--- src/rtl/reset_sequencer.sv ---
// Releases active-low domain resets one at a time in index order after a hold period,
// with a fixed gap between releases; a level soft request re-runs the sequence.
module reset_sequencer #(
  parameter int OUTPUTS = 4,
  parameter int HOLD    = 8,
  parameter int DELAY   = 16
) (
  input  logic               CLK_I,
  input  logic               RST_I,
  input  logic               SRST_REQ_I,
  output logic [OUTPUTS-1:0] NRST_O,
  output logic               READY_O,
  output logic               BUSY_O
);

  localparam int MAXC = (HOLD > DELAY) ? HOLD : DELAY;
  localparam int CW   = $clog2(MAXC + 1);
  localparam int IW   = $clog2(OUTPUTS + 1);

  localparam logic [1:0] ST_HOLD    = 2'd0;
  localparam logic [1:0] ST_RELEASE = 2'd1;
  localparam logic [1:0] ST_RUN     = 2'd2;

  logic [1:0]         state, state_n;
  logic [CW-1:0]      cnt, cnt_n;
  logic [IW-1:0]      idx, idx_n;
  logic [OUTPUTS-1:0] nrst, nrst_n;
  logic               ready, ready_n;
  logic               busy;

  always_comb begin
    state_n = state;
    cnt_n   = cnt;
    idx_n   = idx;
    nrst_n  = nrst;
    ready_n = ready;
    // A soft request wins over any release that would land on the same edge.
    if (SRST_REQ_I) begin
      state_n = ST_HOLD;
      cnt_n   = '0;
      idx_n   = '0;
      nrst_n  = '0;
      ready_n = 1'b0;
    end else begin
      case (state)
        ST_HOLD: begin
          if (cnt == CW'(HOLD - 1)) begin
            nrst_n[0] = 1'b1;
            cnt_n     = '0;
            idx_n     = IW'(1);
            if (OUTPUTS == 1) begin
              state_n = ST_RUN;
              ready_n = 1'b1;
            end else begin
              state_n = ST_RELEASE;
            end
          end else begin
            cnt_n = cnt + CW'(1);
          end
        end
        ST_RELEASE: begin
          if (cnt == CW'(DELAY - 1)) begin
            for (int i = 0; i < OUTPUTS; i++) begin
              if (idx == IW'(i)) nrst_n[i] = 1'b1;
            end
            idx_n = idx + IW'(1);
            cnt_n = '0;
            if (idx == IW'(OUTPUTS - 1)) begin
              state_n = ST_RUN;
              ready_n = 1'b1;
            end
          end else begin
            cnt_n = cnt + CW'(1);
          end
        end
        ST_RUN: begin
          cnt_n = cnt;
        end
        default: begin
          state_n = ST_HOLD;
          cnt_n   = '0;
          idx_n   = '0;
          nrst_n  = '0;
          ready_n = 1'b0;
        end
      endcase
    end
  end

  always_ff @(posedge CLK_I or posedge RST_I) begin
    if (RST_I) begin
      state <= ST_HOLD;
      cnt   <= '0;
      idx   <= '0;
      nrst  <= '0;
      ready <= 1'b0;
      busy  <= 1'b1;
    end else begin
      state <= state_n;
      cnt   <= cnt_n;
      idx   <= idx_n;
      nrst  <= nrst_n;
      ready <= ready_n;
      busy  <= ~ready_n;
    end
  end

  assign NRST_O  = nrst;
  assign READY_O = ready;
  assign BUSY_O  = busy;

endmodule
--- config.mk ---
export PLATFORM = sky130hd
export DESIGN_NAME = reset_sequencer
export DESIGN_NICKNAME = d
export VERILOG_FILES = /design/src/rtl/reset_sequencer.sv
export SDC_FILE = /design/constraint.sdc
export NUM_CORES = 1
export LEC_CHECK = 0
export CAP_MARGIN = 5
export CORE_ASPECT_RATIO = 1.5
export CORE_UTILIZATION = 43
export CTS_CLUSTER_DIAMETER = 50
export CTS_CLUSTER_SIZE = 10
export DETAILED_ROUTE_END_ITERATION = 8
export SLEW_MARGIN = 20
export SYNTH_ARGS = -nofsm -noshare
export SYNTH_HDL_FRONTEND = slang
export SYNTH_SLANG_ARGS = --single-unit
--- constraint.sdc ---
create_clock -name CLK_I -period 4.2 [get_ports CLK_I]
set_input_delay 0.84 -clock CLK_I [delete_from_list [all_inputs] [get_ports CLK_I]]
set_output_delay 0.84 -clock CLK_I [all_outputs]
set_load 0.01 [all_outputs]
* After elaboration in Yosys (flattened, before gate mapping)
Index checks and enable logic that the tools add are counted.
W data, S select, Z words.
** Storage, ports and cells
- Output and inout bits :: 6
- Input bits :: 3
- Word-level logic and storage cells :: 62
- Flip-flop bits (word level) :: 16
** Operators by class
- Reduce and logical (&&, ||, !) cells :: 9
- Eq/ne operators :: 15
- $add $sub $neg :: 2
- Bitwise operators :: 1
- Multiplexer cells :: 26
** Operators by type and width (number)
- $ne A3 B3 Y1 const B :: 6
- $mux W5 :: 3
- $pmux W5 S3 :: 1
- $reduce_and A3 Y1 :: 4
- $mux W3 :: 3
- $pmux W3 S3 :: 1
- $mux W1 :: 8
- $mux W2 :: 4
- $mux W4 :: 2
- $reduce_and A4 Y1 :: 2
- $eq A3 B2 Y1 const B :: 2
- $pmux W2 S3 :: 1
- $pmux W3 S2 :: 1
- $add A5 B1 Y5 const B :: 1
- $eq A5 B3 Y1 const B :: 1
- $eq A5 B4 Y1 const B :: 1
- $add A3 B1 Y3 const B :: 1
- $eq A3 B1 Y1 const B :: 1
- $logic_not A3 Y1 :: 1
- $pmux W1 S3 :: 1
- $eq A2 B1 Y1 const B :: 1
- $eq A2 B2 Y1 const B :: 1
- $logic_not A2 Y1 :: 1
- $ne A2 B1 Y1 const B :: 1
- 4 further kinds :: 4

* Longest topological paths before layout
Gate-level depths: netlist (run 1).
- Depth after elaboration :: 6
- Mapped depth :: 7
- Mapped depth without buffers :: 7

* Worst setup path before layout (run 1)
OpenSTA, ideal clock, no wires.
- Kind :: flip-flop to flip-flop
- Start :: reg cnt[0]
- End :: reg cnt[3]
- Clock period less this slack :: 1.725 ns
- Library setup time :: 0.087 ns
- Data required time :: 4.113 ns
- Buffers on the path :: 0
- Arrival :: 1.638 ns
- Stages on the path, launching flop included :: 8
- Path slack :: 2.475 ns
- Cells stage by stage :: dfrtp_1 -> ha_1 -> nand3_1 -> inv_1 -> ha_1 -> nand2_1 -> or3b_1 -> a211oi_2
** Between the ends
- Word-level cells in the longest chain between the ends :: 4
- Elaborated cells on any way between the ends :: 7
- Those cells by class :: add/sub (1); eq/ne (2); mux (4)
** Ends and longest elaborated chain
- start, declared :: line 25 : logic [CW-1:0] cnt, cnt_n;
- start signal, assigned :: line 100 : cnt <= cnt_n;
- $add A5 B1 Y5, or another cell as far along :: line 58, 73
- $mux W5 (on tied branches) :: line 62, 47
- $pmux W5 S3 * :: line 45 : case (state)
- $mux W5 * :: line 38 : if (SRST_REQ_I) begin
Mark *: on every way between the ends. The rest lies on a longest branch, timed or not.
A chain may end at the register's enable or synchronous reset.

* Worst setup path after layout (run 1)
- Start :: reg busy (netlist: BUSY_O)
- End :: out BUSY_O
** RTL lines
- start, declared :: line 29 : logic busy;
- start signal, assigned :: line 104 : busy <= ~ready_n;
- end, declared :: line 13 : output logic BUSY_O
No word-level cell between the ends.

==> metrics.csv, run 1 <==
stage,metric,value,unit
setup_path,worst-r2r-setup-slack,2210,ps
die,chipHeight,57.98,um
place,dp.cells,112,
sta,slew_headroom,61.34,%
min_path,holdCritPathClass,reg2reg,
die,rows,19,
min_path,hold_path_depth,1,
setup_path,endpoint_kind,output pin,
die,core,1902,sq um
sta,drv_slew,0,
sta,holdWs,497.3,ps
die,dieArea,2280,sq um
die,start_util,47.24,%
run,cap_violations,0,
setup_path,crit_required,3360,ps
die,dieWidth,39.32,um
setup_path,r2r_cells,7,
setup_path,arrival,1340,ps
detailed_routing,drc,0,
detailed_routing,ant_nets,0,
detailed_routing,detail_route.wl_per_cell,14.81,um
pwr,power_density,284.7,nW/um^2
clocking,cts_tree,done,
setup_path,r2r-end,cnt[3],
detailed_routing,dr.pass1.iters,4,
outcome,status,finished clean,
logic_synthesis,ys_warn_count,0,
sta,fmax,459.6,MHz
logic_synthesis,syn_area,898.4,sq um
grt,grt_pass1_wl,2939,um
sta,setup_viol,0,
logic_synthesis,synth.distinct_cells,35,
clocking,clk_pin_slew_worst_paths,90,ps
clocking,h-tree-depth,1,
clocking,ctsHoldBuffers,0,
sta,rsz0062_at_grt,false,
cells_and_area,layout_commonest_cell,dfrtp_1,
cells_and_area,antennaDiodeCount,0,
sta,period_share,51.81,%
min_path,whs_endpoint,NRST_O[2],
pwr,peakVddDrop,0.1674,mV
die,io_pins,9,
logic_synthesis,syn_inst,86,
clocking,ctsLongestPathBuffers,2,
cells_and_area,area_growth,14.35,%
clocking,postCtsSetupBuffers,0,
grt,grt_max_degree,20,
detailed_routing,vias_per_cell,5.879,
setup_path,critPathLaunchType,flip-flop,
place,hpwl,1276,um
clocking,cts_buffers,3,
grt,grt_usage,18.57,%
clocking,insertion_delay,280,ps
sta,clock_skew,1.870,ps
pwr,leakagePower,0.4560,nW
place,globalplace.congestion,0.7655,
sta,worst_pin_slew,579.3,ps
cells_and_area,drive_gt1_share,7.368,%
setup_path,slowest_delay,530,ps
sta,finalCriticalPeriod,2176,ps
detailed_routing,num_vias,682,
sta,finalHoldViolations,0,
cells_and_area,fin_nets,107,
place,io_buffers,8,
cells_and_area,finalNonFillerCells,116,
setup_path,cp.buffers_inverters,1,
detailed_routing,routed_wl,1718,um
sta,fin_tns_setup,0,ps
setup_path,critPathSlowestCell,dfstp_2,
logic_synthesis,synth-seq-cells,16,
logic_synthesis,seq_area_frac_synth,44.71,%
cells_and_area,final_cell_mix,"15 x dfrtp_1, 8 x inv_1, 8 x ha_1, 8 x clkdlybuf4s50_1, 5 x a21oi_1",
min_path,min_from,NRST_O[2],
logic_synthesis,synth.avg_cell_area,10.45,sq um
grt,overflow,0,
detailed_routing,drt_iter0_markers,18,
logic_synthesis,synth_nets,97,
setup_path,cp_max_fo,1,
grt,antenna_found_initial,0,
cells_and_area,fillCellCount,197,
clocking,cts.sinks,16,
pwr,power,292.4,uW
setup_path,cp_cell_sequence,clkdlybuf4s50_1,
cells_and_area,design_area,1027,sq um
setup_path,r2r-start,cnt[0],
clocking,cts-resized-gates,0,
clocking,cts_root_buffer,clkbuf_4,
setup_path,path_delay_family,flip-flops,
grt,grt_pass1_vias,670,
setup_path,crit_type,reg2out,
place,place_area,991.0,sq um
sequential cells by signal, indices dropped and copies added, names as in the netlist:
name / flops
BUSY_O: 1
NRST_O: 4
idx: 3
state: 2
READY_O: 1
cnt: 5
layout make-up:
| type | count | area (sq um) | share of cell area [%] |
|---|---|---|---|
| clock buffer | 4 | 36.28 | 3.532 |
| inverter | 8 | 30.03 | 2.923 |
| multi-input combinational | 59 | 452.9 | 44.09 |
| sequential | 16 | 401.6 | 39.10 |
| tap | 21 | 26.28 | 2.558 |
| timing repair buffer | 8 | 80.08 | 7.795 |
cell usage after synthesis, drive strengths merged:
master	count	area share [%]
dfrtp	15	42
ha	8	11
inv	8	3.3
a21oi	5	2.8
nor2	4	1.7
buf	3	1.5
nand2	3	1.3
nand3	3	1.7
nor3b	3	2.5
o21a	3	2.5
o21ai	3	1.7
a31oi	2	1.4
mux2i	2	2.2
nor3	2	1.1
o311ai	2	2.0
or4	2	1.7
a2111oi	1	1.7
a211oi	1	1.4
a22o	1	0.98
and2b	1	0.84
and3	1	0.70
and3b	1	0.98
dfstp	1	2.9
nand2b	1	0.70
nand3b	1	0.84
nand4b	1	0.98
nand4bb	1	1.3
nor4	1	0.70
nor4b	1	0.98
nor4bb	1	1.1
o31a	1	0.98
or2b	1	0.84
or3b	1	0.98
xnor2	1	0.98
per-layer routing:
| metal | global-route usage (%) | up-vias | share of wire [%] |
|---|---|---|---|
| li1 | - | 333 | - |
| met3 | 2.299 | 2 | 2.2 |
| met4 | 8.867 | 0 | 0.93 |
| met1 | 23.86 | 333 | 45 |
| met5 | 0 | - | 0 |
| met2 | 30.00 | 14 | 52 |
how the worst max path moves through the flow:
stage	startpoint	end	slack, ps	cells after the start
2_1_floorplan	cnt[0]	cnt[3]	2480	7
3_3_place_gp	SRST_REQ_I	READY_O	1980	4
3_5_place_dp	SRST_REQ_I	READY_O	1950	4
4_1_cts	BUSY_O	BUSY_O	2010	1
5_1_grt	BUSY_O	BUSY_O	1980	1
6_report	BUSY_O	BUSY_O	2020	1
worst register-to-register path, cell delays in order, from the launching register on:
cell and delay, ps:
dfrtp_1 440, ha_1 260, nand3_1 120, inv_1 50, ha_1 260, nand2_1 190, or3b_1 390, a211oi_2 200
where the power goes:
group	switching, mW	internal, mW
clock network	0.0481	0.0528
registers	0.00533	0.159
logic	0.0143	0.0129
total	0.0678	0.225
cell families (layout without fill, tap and decap cells):
family                   count (synthesis)  count (layout)  share of synthesized area (%)
AND/OR/NAND/NOR                         29              29                          20.75
AO/OA/AOI/OAI                           19              19                          15.32
flip-flops                              16              16                          44.71
buffers and inverters                   11              20                          4.874
adder cells (fa/ha/maj)                  8               8                          11.14
multiplexers                             2               2                          2.229
XOR/XNOR                                 1               1                         0.9751
through the flow:
step / utilization [%] / setup slack, ps
after CTS: 54.01 / 2010
final: 54.01 / 2024
after floorplan: - / 2475
after global routing: 54.01 / 1983
after detailed placement: 52.11 / 1951
after global placement: 52.11 / 1983
Power figures use the tool's default switching activity.
==> run 2: changes to the inputs <==
--- a/config.mk
+++ b/config.mk
@@ -11,6 +11,7 @@
 export CTS_CLUSTER_DIAMETER = 50
 export CTS_CLUSTER_SIZE = 10
 export DETAILED_ROUTE_END_ITERATION = 8
+export PLACE_DENSITY = 0.65
 export SLEW_MARGIN = 20
 export SYNTH_ARGS = -nofsm -noshare
 export SYNTH_HDL_FRONTEND = slang
==> constraint.sdc (replaced) <==
create_clock -name CLK_I -period 1.75 [get_ports CLK_I]
set_input_delay 0.35 -clock CLK_I [delete_from_list [all_inputs] [get_ports CLK_I]]
set_output_delay 0.35 -clock CLK_I [all_outputs]
set_load 0.01 [all_outputs]
==> metrics.csv, run 2 (synthesis gave the netlist of run 1 again) <==
stage,metric,value,unit,change
outcome,status,finished clean,,
pwr,power_frac_clock,33.9,%,-0.6 points
grt,met2_usage,35.71,%,+5.7 points
detailed_routing,ant_nets,0,,unchanged
setup_path,crit_type,reg2out,,
place,hpwl,1443,um,+13%
grt,grt_pass1_vias,757,,+13%
die,core,1902,sq um,unchanged
grt,grt_use_met3,2.299,%,unchanged
grt,grt_pass1_wl,3367,um,+15%
pwr,power.share.combinational,13.2,%,+3.9 points
place,place_area,1059,sq um,+6.8%
cells_and_area,fin_nets,119,,+11%
die,dieArea,2280,sq um,unchanged
sta,setup_viol,0,,unchanged
sta,period_share,95.99,%,
run,cap_violations,0,,unchanged
grt,met1_usage,26.50,%,+2.6 points
cells_and_area,final_cell_mix,"15 x dfrtp_1, 12 x buf_4, 8 x inv_1, 8 x clkdlybuf4s50_1, 6 x ha_1",,
clocking,cts.sinks,16,,unchanged
die,start_util,47.24,%,unchanged
detailed_routing,num_vias,738,,+8.2%
setup_path,r2r-end,cnt[4],,
setup_path,critPathSlowestCell,dfstp_2,,
detailed_routing,detail_route.wl_per_cell,15.32,um,+3.4%
sta,fin_tns_setup,0,ps,unchanged
die,chipHeight,57.98,um,unchanged
cells_and_area,multi_input_area,469.2,sq um,+3.6%
pwr,power,737.7,uW,+150%
clocking,insertion_delay,290,ps,about the same
cells_and_area,fillCellCount,176,,-11%
detailed_routing,dr.pass1.iters,4,,unchanged
cells_and_area,drive_gt1_share,21.50,%,+14 points
setup_path,slowest_delay,530,ps,about the same
setup_path,crit_required,1400,ps,-1960 ps
grt,busiest_layer,met2,,
sta,worst_pin_slew,571.3,ps,-7.946 ps
sta,finalHoldViolations,0,,unchanged
setup_path,cp.buffers_inverters,1,,unchanged
clocking,cts_root_buffer,clkbuf_4,,
pwr,p_seq_share,52.9,%,-3.3 points
sta,drv_slew,0,,unchanged
cells_and_area,largest_register_ffs,5,,unchanged
pwr,power_density,650.7,nW/um^2,+130%
sta,clock_skew,9.451,ps,+7.581 ps
die,dieWidth,39.32,um,unchanged
clocking,h-tree-depth,1,,unchanged
setup_path,path_delay_family,flip-flops,,
setup_path,timing.critical_path.to,BUSY_O,,
pwr,p_sw,178.5,uW,+160%
setup_path,endpoint_kind,output pin,,
place,dp.cells,121,,+8.0%
pwr,peakVddDrop,0.4877,mV,+190%
place,globalplace.congestion,0.8207,,+7.2%
pwr,leakagePower,0.5142,nW,+13%
setup_path,cp_num_cells,1,,unchanged
clocking,cts_tree,done,,
cells_and_area,antennaDiodeCount,0,,unchanged
detailed_routing,drc,0,,unchanged
die,io_pins,9,,unchanged
setup_path,arrival,1330,ps,about the same
detailed_routing,drt_iter0_markers,29,,+11
sta,slew_headroom,61.91,%,+0.57 points
clocking,cts_buffers,3,,unchanged
die,rows,19,,unchanged
sta,finalCriticalPeriod,1680,ps,
cells_and_area,regArea,401.6,sq um,unchanged
pwr,swShare,24.20,%,+1.0 points
grt,grt_max_degree,20,,unchanged
cells_and_area,area_growth,26.18,%,
setup_path,r2r-start,cnt[0],,
setup_path,setup.worst_path.start,BUSY_O,,
min_path,holdCritPathClass,in2async,,
detailed_routing,vias_per_cell,5.766,,-1.9%
cells_and_area,design_area,1134,sq um,+10%
setup_path,worst-r2r-setup-slack,90,ps,-2120 ps
clocking,clk_pin_slew_worst_paths,100,ps,about the same
detailed_routing,routed_wl,1961,um,+14%
setup_path,r2r_cells,6,,-1
cells_and_area,top_register,cnt,,
setup_path,cp_max_fo,1,,unchanged
sta,fmax,595.3,MHz,
clocking,ctsLongestPathBuffers,2,,unchanged
setup_path,cp_cell_sequence,clkdlybuf4s50_1,,
sta,holdWs,349.8,ps,-147.4 ps
setup_path,critPathLaunchType,flip-flop,,
pwr,power.internal,559.1,uW,+150%
grt,grt_usage,20.68,%,+2.1 points
cells_and_area,layout_commonest_cell,dfrtp_1,,
grt,overflow,0,,unchanged
place,io_buffers,8,,unchanged
cells_and_area,finalNonFillerCells,128,,+10%
grt,antenna_found_initial,0,,unchanged
[run 2: cell count changes in the layout (fill, tap and decap cells not counted), sizes merged]
cell,previous run,this run
buf,0,12
[run 2: through the flow]
step	util, %	worst slack [ps]
2_1_floorplan	-	25.26
3_3_place_gp	55.66	68.24
3_5_place_dp	55.66	11.45
4_1_cts	58.36	2.993
5_1_grt	59.61	-1.139
6_report	59.61	70.24
[run 2: how the worst min path moves through the flow]
stage	start	to	slack [ps]	depth (start not counted)
floorplan	RST_I	NRST_O[0]	260	1
global placement	READY_O	BUSY_O	460	1
finish	RST_I	cnt[2]	350	3
global route	RST_I	cnt[2]	410	3
detailed placement	READY_O	BUSY_O	470	1
CTS	RST_I	cnt[2]	370	3
[run 2: timing repair]
item / CTS / global route
pin swaps: 0 / 2
buffers inserted: 2 / 1
resized for setup: 0 / 5
endpoints found under the setup margin: 4 / 6
hold buffers: 0 / 0
[run 2: power by group through the flow]
| stage | registers (mW) | clock network, mW | logic (mW) |
|---|---|---|---|
| 2_1_floorplan | 0.398 | 0 | 0.0520 |
| 3_3_place_gp | 0.398 | 0 | 0.0830 |
| 3_5_place_dp | 0.399 | 0 | 0.0851 |
| 4_1_cts | 0.390 | 0.250 | 0.0931 |
| 5_1_grt | 0.393 | 0.270 | 0.110 |
| 6_report | 0.390 | 0.250 | 0.0974 |
[run 2: per-layer routing]
metal / routed length, um / vias to the layer above / part of all wire [%]
met2: 1061 / 8 / 54
met4: 27 / 0 / 1.4
met1: 845 / 372 / 43
li1: - / 354 / -
met5: 0 / - / 0
met3: 27 / 4 / 1.4
[run 2: area by class of cell]
| cell class | instances | area share, % |
|---|---|---|
| clock buffers | 4 | 3.201 |
| well taps | 21 | 2.318 |
| flip-flops and latches | 16 | 35.43 |
| repair buffers | 20 | 15.01 |
| multi-input cells | 59 | 41.39 |
| inverters | 8 | 2.649 |
==> edit 1 (settings of run 2) <==
Reset style: synchronous (`RST_I`), changed in one clocked block.
--- a/src/rtl/reset_sequencer.sv
+++ b/src/rtl/reset_sequencer.sv
@@ -87,7 +87,7 @@
     end
   end
 
-  always_ff @(posedge CLK_I or posedge RST_I) begin
+  always_ff @(posedge CLK_I) begin
     if (RST_I) begin
       state <= ST_HOLD;
       cnt   <= '0;
Check against the original RTL: differs if RST_I is asserted again (counterexample within 10 cycles, from zero or initial values and one cycle with RST_I high); with RST_I held inactive, the same outputs for 10 cycles.
==> edit 1 against run 2 <==
Routed wire length fell by 15%. Sequential cell count did not move. Design area fell by 11%. Critical path depth rose by 6. Global-route usage fell by 1.7 points. Clock skew fell by 5.7 ps. Non-clock buffer count fell by 4. Count of clock-buffer cells in the layout fell by 1. Area after synthesis fell by 4.5%. Setup slack improved by 77 ps.
Power is not compared: it rests on default switching activity, and its combinational part moved more than twofold at a synthesized area within 25%.
==> edit 1: results (changes against run 2) <==
- Ys flop type: dfxtp_1 (was dfrtp_1)
- Hold Slack: 471 ps (was 350 ps)
- Async S/R FF share, synth: 0% (was 100%)
- Worst Clk Skew: 3.79 ps (was 9.45 ps)
- WL met3: 29 um (was 27 um)
- First-pass GRT wire length: 2960 um (was 3370 um)
- Largest delay share family, worst path: compound AO/OA/AOI/OAI gates (was flip-flops)
- Static Leak: 0.387 nW
- Post-synthesis mux area share: 0% (was 2.23%)
- Worst path max stage delay: 360 ps (was 530 ps)
- Total Wirelength: 1670 um (was 1960 um)
- Register area share after synthesis: 37.3% (was 44.7%)
- R2r setup slk: 150 ps (was 90 ps)
- Layout cells sized above 1: 17.0% (was 21.5%)
- Worst EP arrival: 1830 ps (was 1330 ps)
- Synth Area in Compound Gates: 25.9% (was 15.3%)
- Worst Hold Class: reg2reg (was in2async)
- Maximum number of pins on one net before global-route repair: 10 (was 20)
- WL per Instance: 13.2 um (was 15.3 um)
- Fillers: 181 (was 176)
- Dpl ws: 81.7 ps (was 11.4 ps)
- DR iter-0 viols: 16 (was 29)
- Total length of routed met2 wires: 939 um (was 1060 um)
- YS warnings: 0 (unchanged)
- XOR/XNOR share of the synthesized area: 0% (was 0.975%)
- Post-synth EDFFs: 0 (unchanged)
- Min Clock Period, post-route: 1600 ps (was 1680 ps)
- First-pass detailed-route iteration total: 2 (was 4)
- Synth unique cells: 32 (was 35)
- Synth top area cells: dfxtp_1, ha_1, o21a_1, a21oi_1, inv_1 (was dfrtp_1, ha_1, inv_1, dfstp_2, a21oi_1)
- H-tree depth: 1 (unchanged)
- Status: finished clean (unchanged)
- Adder-Cell Fraction of Synth Area: 11.7% (was 11.1%)
- Metal-1 WL: 665 um (was 845 um)
- GR Layer Usage met1: 19.8% (was 26.5%)
- Slew of the pin with the lowest slew margin: 297 ps (was 571 ps)
- Inst Count DP: 124 (was 121)
- Busiest grt layer: met2 (unchanged)
- Critical Path Fanout Max: 5 (was 1)
- Syn_nets: 104 (was 97)
- Met2 Usage GRT: 34.0% (was 35.7%)
- Vias in the first global route: 728 (was 757)
- Placement Cell Area: 980 um^2 (was 0.00106 mm^2)
- Hpwl dp: 1330 um (was 1440 um)
- M3 GR Usage: 2.37% (was 2.30%)
- Worst-Skew Late Latency: 270 ps (was 290 ps)
- Buffers on Ports: 8 (unchanged)
- GR Util All Layers: 19.0% (was 20.7%)
- Critical Path Slowest Stage Cell: dfxtp_1 (was dfstp_2)
- Initial antenna violation count: 0 (unchanged)
- Commonest cells in the netlist: dfxtp_1, inv_1, ha_1 (was dfrtp_1, ha_1, inv_1)
- DR vias: 715 (was 738)
- Mapped Avg Cell Area: 9.23 um^2 (was 10.4 um^2)
- Root Driver: clkbuf_4 (unchanged)
- Routability cong.: 0.843 (was 0.821)
edit 1: final timing paths:
| path | endpoint | cells after the start | from |
|---|---|---|---|
| hold reg to reg | NRST_O[1] | 1 | NRST_O[1] |
| setup reg to reg | NRST_O[0] | 7 | cnt[0] |
| setup / recovery | NRST_O[0] | 7 | cnt[0] |
| hold / removal | NRST_O[1] | 1 | NRST_O[1] |
edit 1: where the power goes:
part | internal [mW] | switching (mW) | leakage (nW) | total [mW]
sequential | 0.366 | 0.00158 | 0.129 | 0.368
combinational | 0.0110 | 0.0123 | 0.244 | 0.0233
clock | 0.0796 | 0.108 | 0.0138 | 0.188
edit 1: cell type report:
class	instances	area (um^2)	share of cell area, %
Tap cell	21	26.3	2.59
Timing Repair Buffer	16	140	13.8
Clock buffer	3	22.5	2.22
Inverter	9	33.8	3.33
Sequential cell	16	320	31.6
Multi-Input combinational cell	62	470	46.4
edit 1: what timing repair did:
item	in CTS	in global routing
resized for setup	0	3
setup endpoints to repair	0	4
setup buffers	0	0
==> edit 2 (flow settings as in run 2) <==
Without the edit above. The parameter `OUTPUTS` goes from 4 to 8.
--- a/src/rtl/reset_sequencer.sv
+++ b/src/rtl/reset_sequencer.sv
@@ -1,7 +1,7 @@
 // Releases active-low domain resets one at a time in index order after a hold period,
 // with a fixed gap between releases; a level soft request re-runs the sequence.
 module reset_sequencer #(
-  parameter int OUTPUTS = 4,
+  parameter int OUTPUTS = 8,
   parameter int HOLD    = 8,
   parameter int DELAY   = 16
 ) (
Ports: changed (resized NRST_O); port bits go from 9 to 13. The function was not compared with the original's and may differ.
==> edit 2 against run 2 <==
Routed wire length is 36% higher. First-iteration DRC count is 24% lower. Area after synthesis grew 35%. Setup slack better by 27 ps. Total power is 33% higher. Worst hold slack improved by 78 ps. Design area grew 29%. Utilization is 5.0 points lower. Global-route usage down 0.38 points. Sequential cell count grew 5. Count of clock-buffer cells in the layout stayed put.
==> edit 2: results (changes against run 2) <==
- Dpl ws: 80.0 ps (was 11.4 ps)
- Register area share after synthesis: 43.4% (was 44.7%)
- Maximum number of pins on one net before global-route repair: 22 (was 20)
- Buffers on Ports: 12 (was 8)
- Synth unique cells: 43 (was 35)
- Placement Cell Area: 0.00141 mm^2 (was 0.00106 mm^2)
- Worst path max stage delay: 460 ps (was 530 ps)
- Status: finished clean (unchanged)
- Worst-Skew Late Latency: 260 ps (was 290 ps)
- Root Driver: clkbuf_8 (was clkbuf_4)
- CTS clock-pin slew for the worst setup and hold paths: 80 ps (was 100 ps)
- Commonest cells in the netlist: dfrtp_1, inv_1, nor2_1 (was dfrtp_1, ha_1, inv_1)
- Vias in the first global route: 998 (was 757)
- Slew of the pin with the lowest slew margin: 425 ps (was 571 ps)
- WL per Instance: 15.2 um (was 15.3 um)
- Static Leak: 0.608 nW (was 0.514 nW)
- Hpwl dp: 1990 um (was 1440 um)
- Largest delay share family, worst path: compound AO/OA/AOI/OAI gates (was flip-flops)
- Worst Clk Skew: 5.77 ps (was 9.45 ps)
- Worst R2R Path Depth: 4 (was 6)
- Syn_nets: 130 (was 97)
- Vias per std cell: 5.73 (was 5.77)
- Synth top area cells: dfrtp_1, ha_1, o211ai_1, a22o_1, a21oi_1 (was dfrtp_1, ha_1, inv_1, dfstp_2, a21oi_1)
- Layout cells sized above 1: 14.4% (was 21.5%)
- GR Util All Layers: 20.3% (was 20.7%)
- Net count, final: 149 (was 119)
- Hold Slack: 428 ps (was 350 ps)
- Inst Count DP: 172 (was 121)
- Critical Path Slowest Stage Cell: a2111oi_0 (was dfstp_2)
- Critical Path Fanout Max: 7 (was 1)
- DR iter-0 viols: 22 (was 29)
- Routability cong.: 0.807 (was 0.821)
edit 2: cell count changes after synthesis, moves of 3 or more:
| cell | run 2 | this run |
|---|---|---|
| dfrtp_1 | 15 | 20 |
| a22o_1 | 1 | 4 |
| nor2b_1 | 0 | 4 |
| o211ai_1 | 0 | 5 |
| nor2_1 | 4 | 7 |
| nor3b_1 | 3 | 0 |
| buf_2 | 2 | 5 |
edit 2: area by class of cell:
class | count | area (um^2)
Timing Repair Buffer | 22 | 195
Multi-Input combinational cell | 84 | 618
Fill cell | 253 | 1210
Inverter | 8 | 30.0
Sequential cell | 21 | 527
Clock buffer | 4 | 45.0
Tap cell | 37 | 46.3
edit 2: routing by layer:
metal  up-vias  share of wire [%]  track usage (%)
met5         -                  0                0
met4         0                1.4             10.2
met3         4                1.9             2.71
met2        12                 54             35.1
met1       505                 43             23.5
li1        487                  -                -
edit 2: worst max-delay path by stage:
stage	slack [ps]	cells past startpoint	endpoint
after floorplan	230	5	NRST_O[0]
after global routing	3	4	NRST_O[0]
after detailed placement	80	4	NRST_O[0]
after CTS	60	4	state[1]
final	100	4	NRST_O[0]
after global placement	90	4	state[1]
edit 2: worst min-delay path: cells and delay by family:
kind,cells,cell delay [ps]
buffers and inverters,3,720
edit 2: cell families after synthesis:
kind of cell	after synthesis	share of synthesized area, %
compound gates	35	21.8
xor+xnor	1	0.722
fa+ha+maj	6	6.19
buf+inv	16	6.08
flops	21	43.4
mux	3	2.47
simple gates	39	19.4
edit 2: where the power goes:
part | total [mW] | leakage [nW] | switching (mW) | internal, mW
Clock | 0.318 | 0.0228 | 0.156 | 0.162
Combinational | 0.142 | 0.303 | 0.0798 | 0.0619
Sequential | 0.520 | 0.282 | 0.0186 | 0.501
edit 2: repair_timing:
item                       CTS  global route
setup endpoints to repair    0             2
setup buffers                0             0
gates resized for setup      0             1
